[src/rtl/gpu_pkg.sv]
// Shared encodings for the core scheduler and instruction fetcher.
// Also defines the PC type used by consumers of program memory.
package gpu_pkg;

    localparam int PC_BITS = 8;
    typedef logic [PC_BITS-1:0] pc_t;

    localparam logic [2:0] CORE_FETCH  = 3'b001;
    localparam logic [2:0] CORE_DECODE = 3'b010;

    typedef enum logic [2:0] {
        F_IDLE     = 3'b000,
        F_FETCHING = 3'b001,
        F_FETCHED  = 3'b010
    } fetch_state_e;

endpackage

[src/rtl/icache_fetcher_if.sv]
// Read channel between the fetcher (master) and the program-memory controller (slave).
// A request is held until the controller raises ready, and ready is held until valid drops.
interface icache_fetcher_if #(
    parameter int ADDR_BITS = 8,
    parameter int DATA_BITS = 16
);
    logic                 mem_read_valid;
    logic [ADDR_BITS-1:0] mem_read_address;
    logic                 mem_read_ready;
    logic [DATA_BITS-1:0] mem_read_data;

    modport master (
        output mem_read_valid,
        output mem_read_address,
        input  mem_read_ready,
        input  mem_read_data
    );

    modport slave (
        input  mem_read_valid,
        input  mem_read_address,
        output mem_read_ready,
        output mem_read_data
    );
endinterface

[src/rtl/icache_tag_array.sv]
// Direct-mapped line storage: combinational lookup, synchronous fill, flush over fill.
// Only the valid bits are reset; tag/data contents are meaningless while invalid.
module icache_tag_array #(
    parameter int LINES     = 8,
    parameter int TAG_BITS  = 5,
    parameter int DATA_BITS = 16,
    parameter int IDX_BITS  = $clog2(LINES)
) (
    input  logic                 clk,
    input  logic                 reset,
    input  logic                 flush,
    input  logic [IDX_BITS-1:0]  lu_idx,
    input  logic [TAG_BITS-1:0]  lu_tag,
    output logic                 lu_hit,
    output logic [DATA_BITS-1:0] lu_data,
    input  logic                 wr_en,
    input  logic [IDX_BITS-1:0]  wr_idx,
    input  logic [TAG_BITS-1:0]  wr_tag,
    input  logic [DATA_BITS-1:0] wr_data
);

    logic [LINES-1:0]    valid_q;
    logic [TAG_BITS-1:0]  tag_q  [LINES];
    logic [DATA_BITS-1:0] data_q [LINES];

    always_ff @(posedge clk or posedge reset) begin
        if (reset) begin
            valid_q <= '0;
        end else if (flush) begin
            valid_q <= '0;
        end else if (wr_en) begin
            valid_q[wr_idx] <= 1'b1;
        end
    end

    always_ff @(posedge clk) begin
        if (wr_en) begin
            tag_q[wr_idx]  <= wr_tag;
            data_q[wr_idx] <= wr_data;
        end
    end

    assign lu_hit  = valid_q[lu_idx] && (tag_q[lu_idx] == lu_tag);
    assign lu_data = data_q[lu_idx];

endmodule

[src/rtl/icache_fetcher.sv]
// Instruction fetcher: serves FETCH requests from a direct-mapped cache and
// refills misses from the program-memory controller over a held valid/ready channel.
module icache_fetcher
    import gpu_pkg::*;
#(
    parameter int PROGRAM_MEM_ADDR_BITS = 8,
    parameter int PROGRAM_MEM_DATA_BITS = 16,
    parameter int CACHE_LINES           = 8,
    parameter int COUNT_BITS            = 16
) (
    input  logic                             clk,
    input  logic                             reset,
    input  logic [2:0]                       core_state,
    input  logic [PROGRAM_MEM_ADDR_BITS-1:0] current_pc,
    input  logic                             flush,
    icache_fetcher_if.master                 mem,
    output logic [2:0]                       fetcher_state,
    output logic [PROGRAM_MEM_DATA_BITS-1:0] instruction,
    output logic [COUNT_BITS-1:0]            hit_count,
    output logic [COUNT_BITS-1:0]            miss_count
);

    localparam int IDX_BITS = $clog2(CACHE_LINES);
    localparam int TAG_BITS = PROGRAM_MEM_ADDR_BITS - IDX_BITS;

    fetch_state_e                     state_q;
    logic                             rd_valid_q;
    logic [PROGRAM_MEM_ADDR_BITS-1:0] rd_addr_q;
    logic [PROGRAM_MEM_DATA_BITS-1:0] instr_q;
    logic [COUNT_BITS-1:0]            hit_q;
    logic [COUNT_BITS-1:0]            miss_q;

    logic                             lu_hit;
    logic [PROGRAM_MEM_DATA_BITS-1:0] lu_data;
    logic                             fill_en;

    function automatic logic [COUNT_BITS-1:0] sat_inc(input logic [COUNT_BITS-1:0] v);
        return (&v) ? v : v + 1'b1;
    endfunction

    // The fill uses the held request address, not current_pc, so the line always matches the data.
    assign fill_en = (state_q == F_FETCHING) && mem.mem_read_ready;

    icache_tag_array #(
        .LINES     (CACHE_LINES),
        .TAG_BITS  (TAG_BITS),
        .DATA_BITS (PROGRAM_MEM_DATA_BITS),
        .IDX_BITS  (IDX_BITS)
    ) u_tags (
        .clk     (clk),
        .reset   (reset),
        .flush   (flush),
        .lu_idx  (current_pc[IDX_BITS-1:0]),
        .lu_tag  (current_pc[PROGRAM_MEM_ADDR_BITS-1:IDX_BITS]),
        .lu_hit  (lu_hit),
        .lu_data (lu_data),
        .wr_en   (fill_en),
        .wr_idx  (rd_addr_q[IDX_BITS-1:0]),
        .wr_tag  (rd_addr_q[PROGRAM_MEM_ADDR_BITS-1:IDX_BITS]),
        .wr_data (mem.mem_read_data)
    );

    always_ff @(posedge clk or posedge reset) begin
        if (reset) begin
            state_q    <= F_IDLE;
            rd_valid_q <= 1'b0;
            rd_addr_q  <= '0;
            instr_q    <= '0;
            hit_q      <= '0;
            miss_q     <= '0;
        end else begin
            case (state_q)
                F_IDLE: begin
                    if (core_state == CORE_FETCH) begin
                        if (lu_hit) begin
                            instr_q <= lu_data;
                            hit_q   <= sat_inc(hit_q);
                            state_q <= F_FETCHED;
                        end else if (!mem.mem_read_ready) begin
                            // A still-high ready belongs to the previous response; wait for release.
                            rd_valid_q <= 1'b1;
                            rd_addr_q  <= current_pc;
                            miss_q     <= sat_inc(miss_q);
                            state_q    <= F_FETCHING;
                        end
                    end
                end
                F_FETCHING: begin
                    if (mem.mem_read_ready) begin
                        rd_valid_q <= 1'b0;
                        instr_q    <= mem.mem_read_data;
                        state_q    <= F_FETCHED;
                    end
                end
                F_FETCHED: begin
                    if (core_state == CORE_DECODE) begin
                        state_q <= F_IDLE;
                    end
                end
                default: state_q <= F_IDLE;
            endcase
        end
    end

    assign mem.mem_read_valid   = rd_valid_q;
    assign mem.mem_read_address = rd_addr_q;
    assign fetcher_state        = state_q;
    assign instruction          = instr_q;
    assign hit_count            = hit_q;
    assign miss_count           = miss_q;

endmodule

[src/flat_wrapper.sv]
// flat-port wrapper written by rule: the top's interface ports become plain ports
module icache_fetcher_flat import gpu_pkg::*;
#(
    parameter int PROGRAM_MEM_ADDR_BITS = 8,
    parameter int PROGRAM_MEM_DATA_BITS = 16,
    parameter int CACHE_LINES           = 8,
    parameter int COUNT_BITS            = 16
)
  (clk, reset, core_state, current_pc, flush, fetcher_state, instruction, hit_count, miss_count, mem_mem_read_valid, mem_mem_read_address, mem_mem_read_ready, mem_mem_read_data);
  icache_fetcher_if mem_i ();
  input  logic clk;
  input  logic reset;
  input  logic [2:0] core_state;
  input  logic [PROGRAM_MEM_ADDR_BITS-1:0] current_pc;
  input  logic flush;
  output logic [2:0] fetcher_state;
  output logic [PROGRAM_MEM_DATA_BITS-1:0] instruction;
  output logic [COUNT_BITS-1:0] hit_count;
  output logic [COUNT_BITS-1:0] miss_count;
  output wire logic [$bits(mem_i.mem_read_valid)-1:0] mem_mem_read_valid;
  output wire logic [$bits(mem_i.mem_read_address)-1:0] mem_mem_read_address;
  input wire logic [$bits(mem_i.mem_read_ready)-1:0] mem_mem_read_ready;
  input wire logic [$bits(mem_i.mem_read_data)-1:0] mem_mem_read_data;
  assign mem_mem_read_valid = mem_i.mem_read_valid;
  assign mem_mem_read_address = mem_i.mem_read_address;
  assign mem_i.mem_read_ready = mem_mem_read_ready;
  assign mem_i.mem_read_data = mem_mem_read_data;
  icache_fetcher #(.PROGRAM_MEM_ADDR_BITS(PROGRAM_MEM_ADDR_BITS), .PROGRAM_MEM_DATA_BITS(PROGRAM_MEM_DATA_BITS), .CACHE_LINES(CACHE_LINES), .COUNT_BITS(COUNT_BITS)) u_core (.clk(clk), .reset(reset), .core_state(core_state), .current_pc(current_pc), .flush(flush), .mem(mem_i), .fetcher_state(fetcher_state), .instruction(instruction), .hit_count(hit_count), .miss_count(miss_count));
endmodule
[config.mk]
export PLATFORM = sky130hd
export DESIGN_NAME = icache_fetcher_flat
export DESIGN_NICKNAME = d
export VERILOG_FILES = /design/src/rtl/gpu_pkg.sv /design/src/rtl/icache_fetcher_if.sv /design/src/rtl/icache_tag_array.sv /design/src/rtl/icache_fetcher.sv /design/src/flat_wrapper.sv
export SDC_FILE = /design/constraint.sdc
export NUM_CORES = 1
export LEC_CHECK = 0
export BUFFER_PORTS_ARGS = -buffer_cell sky130_fd_sc_hd__buf_2
export CAP_MARGIN = 20
export CORE_MARGIN = 10
export CORE_UTILIZATION = 59
export DETAILED_ROUTE_END_ITERATION = 10
export GPL_TIMING_DRIVEN = 0
export PLACE_DENSITY_LB_ADDON = 0.08
export SYNTH_ARGS = -nofsm -noshare
export SYNTH_HDL_FRONTEND = slang
export SYNTH_SLANG_ARGS = --single-unit
[constraint.sdc]
create_clock -name clk -period 5.2 [get_ports clk]
set_clock_uncertainty 0.1 [all_clocks]
set_input_delay 0.52 -clock clk [delete_from_list [all_inputs] [get_ports clk]]
set_output_delay 0.52 -clock clk [all_outputs]
set_load 0.005 [all_outputs]
==> metrics.md <==
| Metric | Value |
|---|---|
| Layout cell share with drive strength beyond 1 | `0.331` |
| CTS sink cnt | `roughly 240` |
| Worst Path Required | `about 5.3 ns` |
| Crit-path max FO | `9` |
| PnR worst setup slack | `approximately 2.2 ns` |
| Crit path DAT | `3.12 ns` |
| Peak VDD IR | `~290 uV` |
| Global-route wire length before repair | `between 30000 and 40000 um` |
| Synth top area share | `0.531` |
| Crit path to | `u_core.u_tags.data_q[2][7]` |
| Layout Nets | `between 700 and 800` |
| Netlist cell types | `37` |
| Fin. Hold Viols | `0` |
| Grt ovf | `0` |
| R2r startpoint | `u_core.fetcher_state[0]` |
| Synth cell count leaders | `edfxtp_1, dfrtp_1, mux4_2` |
| CTS tree | `built` |
| Met1 Usage GRT | `0.240` |
| Min cycle time layout | `between 3 and 4 ns` |
| Seq cells post-synth | `around 240` |
| Top-count cell post-synth | `edfxtp_1` |
| Register area share after synthesis | `0.707` |
| Synth Cell Area | `between 9000 and 10000 um2` |
| Status | `finished, final reports clean` |
| Post-synth ARST share | `0.285` |
| F_max | `0.333 GHz` |
| Reg2Reg Depth | `6` |
| Slew Limit Fails | `0` |
| Synthesized net count | `just under 600` |
| Synthesized area per cell | `approximately 17 um2` |
| Ys flop type | `edfxtp_1` |
| CTS H-tree depth | `1` |
| Post CTS Setup Buffer Count | `0` |
| Fillers | `approximately 1100` |
| Slew @ Worst Pin | `around 0.99 ns` |
| Die height | `between 100 and 150 um` |
| Flop2flop setup slack | `roughly 2.2 ns` |
| Startpoint Class | `flip-flop` |
| Min-delay worst type | `in -> async` |
| Row cnt | `between 40 and 50` |
| Vias per cell | `5.85` |
| Max cap viols | `0` |
| Initial antenna violation count | `4` |
| TritonRoute pass-1 iters | `5` |
| Synth-to-Final Area Change | `17.0%` |
| Post-synth EDFFs | `~170` |
| Area leader, netlist | `edfxtp_1` |
| LEAKAGE | `between 4 and 5 nW` |
| Clk slew on worst S/H paths | `~0.06 ns` |
| Starting density of the core | `0.600` |
| Worst R2R End | `u_core.u_tags.data_q[2][7]` |
| DRC viols | `0` |
| DR vias | `about 5300` |
| RSZ-0062 raised after global routing | `false` |
| Cts hold-fix bufs | `0` |
| Port Buffer Count | `86` |
| ANT nets after route | `0` |
| Synth Warn # | `0` |
| Worst Path Class, Setup | `reg -> reg` |
| DRT Wirelength | `20700 um` |
| Gr busiest metal | `met2` |
| # IOs | `91` |
| Routing usage on met2 | `0.328` |
| Vias in the first global route | `roughly 5600` |
| DP HPWL | `~14000 um` |
| GRT Overall Usage | `0.191` |
| Routed WL per cell | `between 20 and 25 um` |
| Worst hold slack | `0.127 ns` |
| Top post-synthesis cells by area | `edfxtp_1, dfrtp_1, mux4_2` |
| Root Driver | `clkbuf_16` |
| CTS Buffer Depth | `3` |
| Multi-input gate area | `roughly 2700 um2` |
| M3 GR Usage | `0.0424` |
| Final setup fails | `0` |
| CTS resizes | `0` |
| Die W | `approximately 150 um` |
| Largest net degree at the start of global routing | `68` |
| Initial DRC count | `between 300 and 400` |
| CP Capture Type | `flip-flop` |
| Reg area | `roughly 6700 um2` |
| CTS buffer count | `24` |
| Gpl congestion | `0.817` |
| Post-place setup slack | `1.83 ns` |
| Clk_lat worst skew | `0.51 ns` |
| Post-synthesis instance total | `549` |
| Die ar. | `~22000 um2` |
| Relative slew slack | `0.337` |
| Setup crit start | `u_core.fetcher_state[0]` |
| Power Density | `381 nW/um2` |
| Core outline area | `about 16000 um2` |
| Fin crit share | `0.578` |
==> worst min path at each step <==
stage                               from                             end  slack, ns
5_1_grt               mem_mem_read_ready         u_core.fetcher_state[0]       0.12
6_report                           reset  u_core.mem.mem_read_address[5]       0.13
3_3_place_gp   u_core.mem.mem_read_valid       u_core.mem.mem_read_valid       0.36
3_5_place_dp   u_core.mem.mem_read_valid       u_core.mem.mem_read_valid       0.37
4_1_cts               mem_mem_read_ready         u_core.fetcher_state[0]       0.11
2_1_floorplan   u_core.u_tags.valid_q[2]        u_core.u_tags.valid_q[2]       0.36
==> flip-flops by register name, summed over array words and instances (netlist names) <==
| register | cells |
|---|---|
| u_core.fetcher_state | 2 |
| u_core.hit_count | 16 |
| u_core.instruction | 16 |
| u_core.mem.mem_read_address | 8 |
| u_core.mem.mem_read_valid | 1 |
| u_core.miss_count | 16 |
| u_core.u_tags.data_q | 128 |
| u_core.u_tags.tag_q | 40 |
| u_core.u_tags.valid_q | 8 |
==> cell usage in the layout, fill, tap and decap left out, drive strengths merged, types with 2 or more instances in the layout <==
cell type,instances
edfxtp,168
buf,117
dfrtp,67
clkbuf,41
mux4,39
mux2i,37
nand2,35
mux2,28
nor2,23
o21ai,18
xnor2,17
xor2,16
nor3,14
nand3,13
nand4,11
clkinv,9
nor4,8
and3,6
inv,6
diode,4
nand2b,3
o21ba,3
or3,2
nand4b,2
ha,2
==> stage by stage <==
stage | std cells | cell area [um2] | util | total power, W | setup TNS, ns
floorplan | 549 | 9500 | - | 0.00250 | 0
global placement | 851 | 10200 | 0.645 | 0.00269 | -24.67
detailed placement | 865 | 10400 | 0.657 | 0.00273 | 0
CTS | 908 | 11100 | 0.702 | 0.00428 | 0
global route | 909 | 11100 | 0.702 | 0.00441 | 0
finish | 912 | 11100 | 0.703 | 0.00424 | 0
==> area by class of cell <==
cell class | count | share of cell area
Sequential cell | 235 | 0.604
Multi-Input combinational cell | 284 | 0.240
Clock buffer | 34 | 0.0602
Timing Repair Buffer | 100 | 0.0525
Tap cell | 216 | 0.0243
Buffer | 24 | 0.0121
Clock inverter | 9 | 0.00349
Inverter | 6 | 0.00225
Antenna cell | 4 | 0.000900
==> power by group <==
part / leakage, nW / total, W / internal [W] / switching [W]
Clock: 0.348 / 0.00156 / 0.000891 / 0.000665
Combinational: 1.52 / 0.000420 / 0.000214 / 0.000205
Sequential: 2.39 / 0.00226 / 0.00216 / 0.000104
Total: 4.26 / 0.00424 / 0.00326 / 0.000974
==> cells by family after synthesis <==
logic type,share of synthesized area
flops,0.707
simple gates,0.0620
mux,0.165
xor+xnor,0.0304
buf+inv,0.0166
compound gates,0.0161
fa+ha+maj,0.00263
other cells,0.000395
==> critical path, stage by stage, from the launching register on <==
cell     delay, ns
dfrtp_1       0.38
inv_1         0.06
nor2_1        0.50
nand3_1       0.40
nor3_2        0.85
buf_6         0.27
buf_6         0.16
==> metal layers <==
layer	wire (um)	vias to the layer above
met4	406	2
li1	-	2379
met1	8580	2751
met5	12	-
met3	1270	31
met2	10400	175
Power figures use the tool's default switching activity.
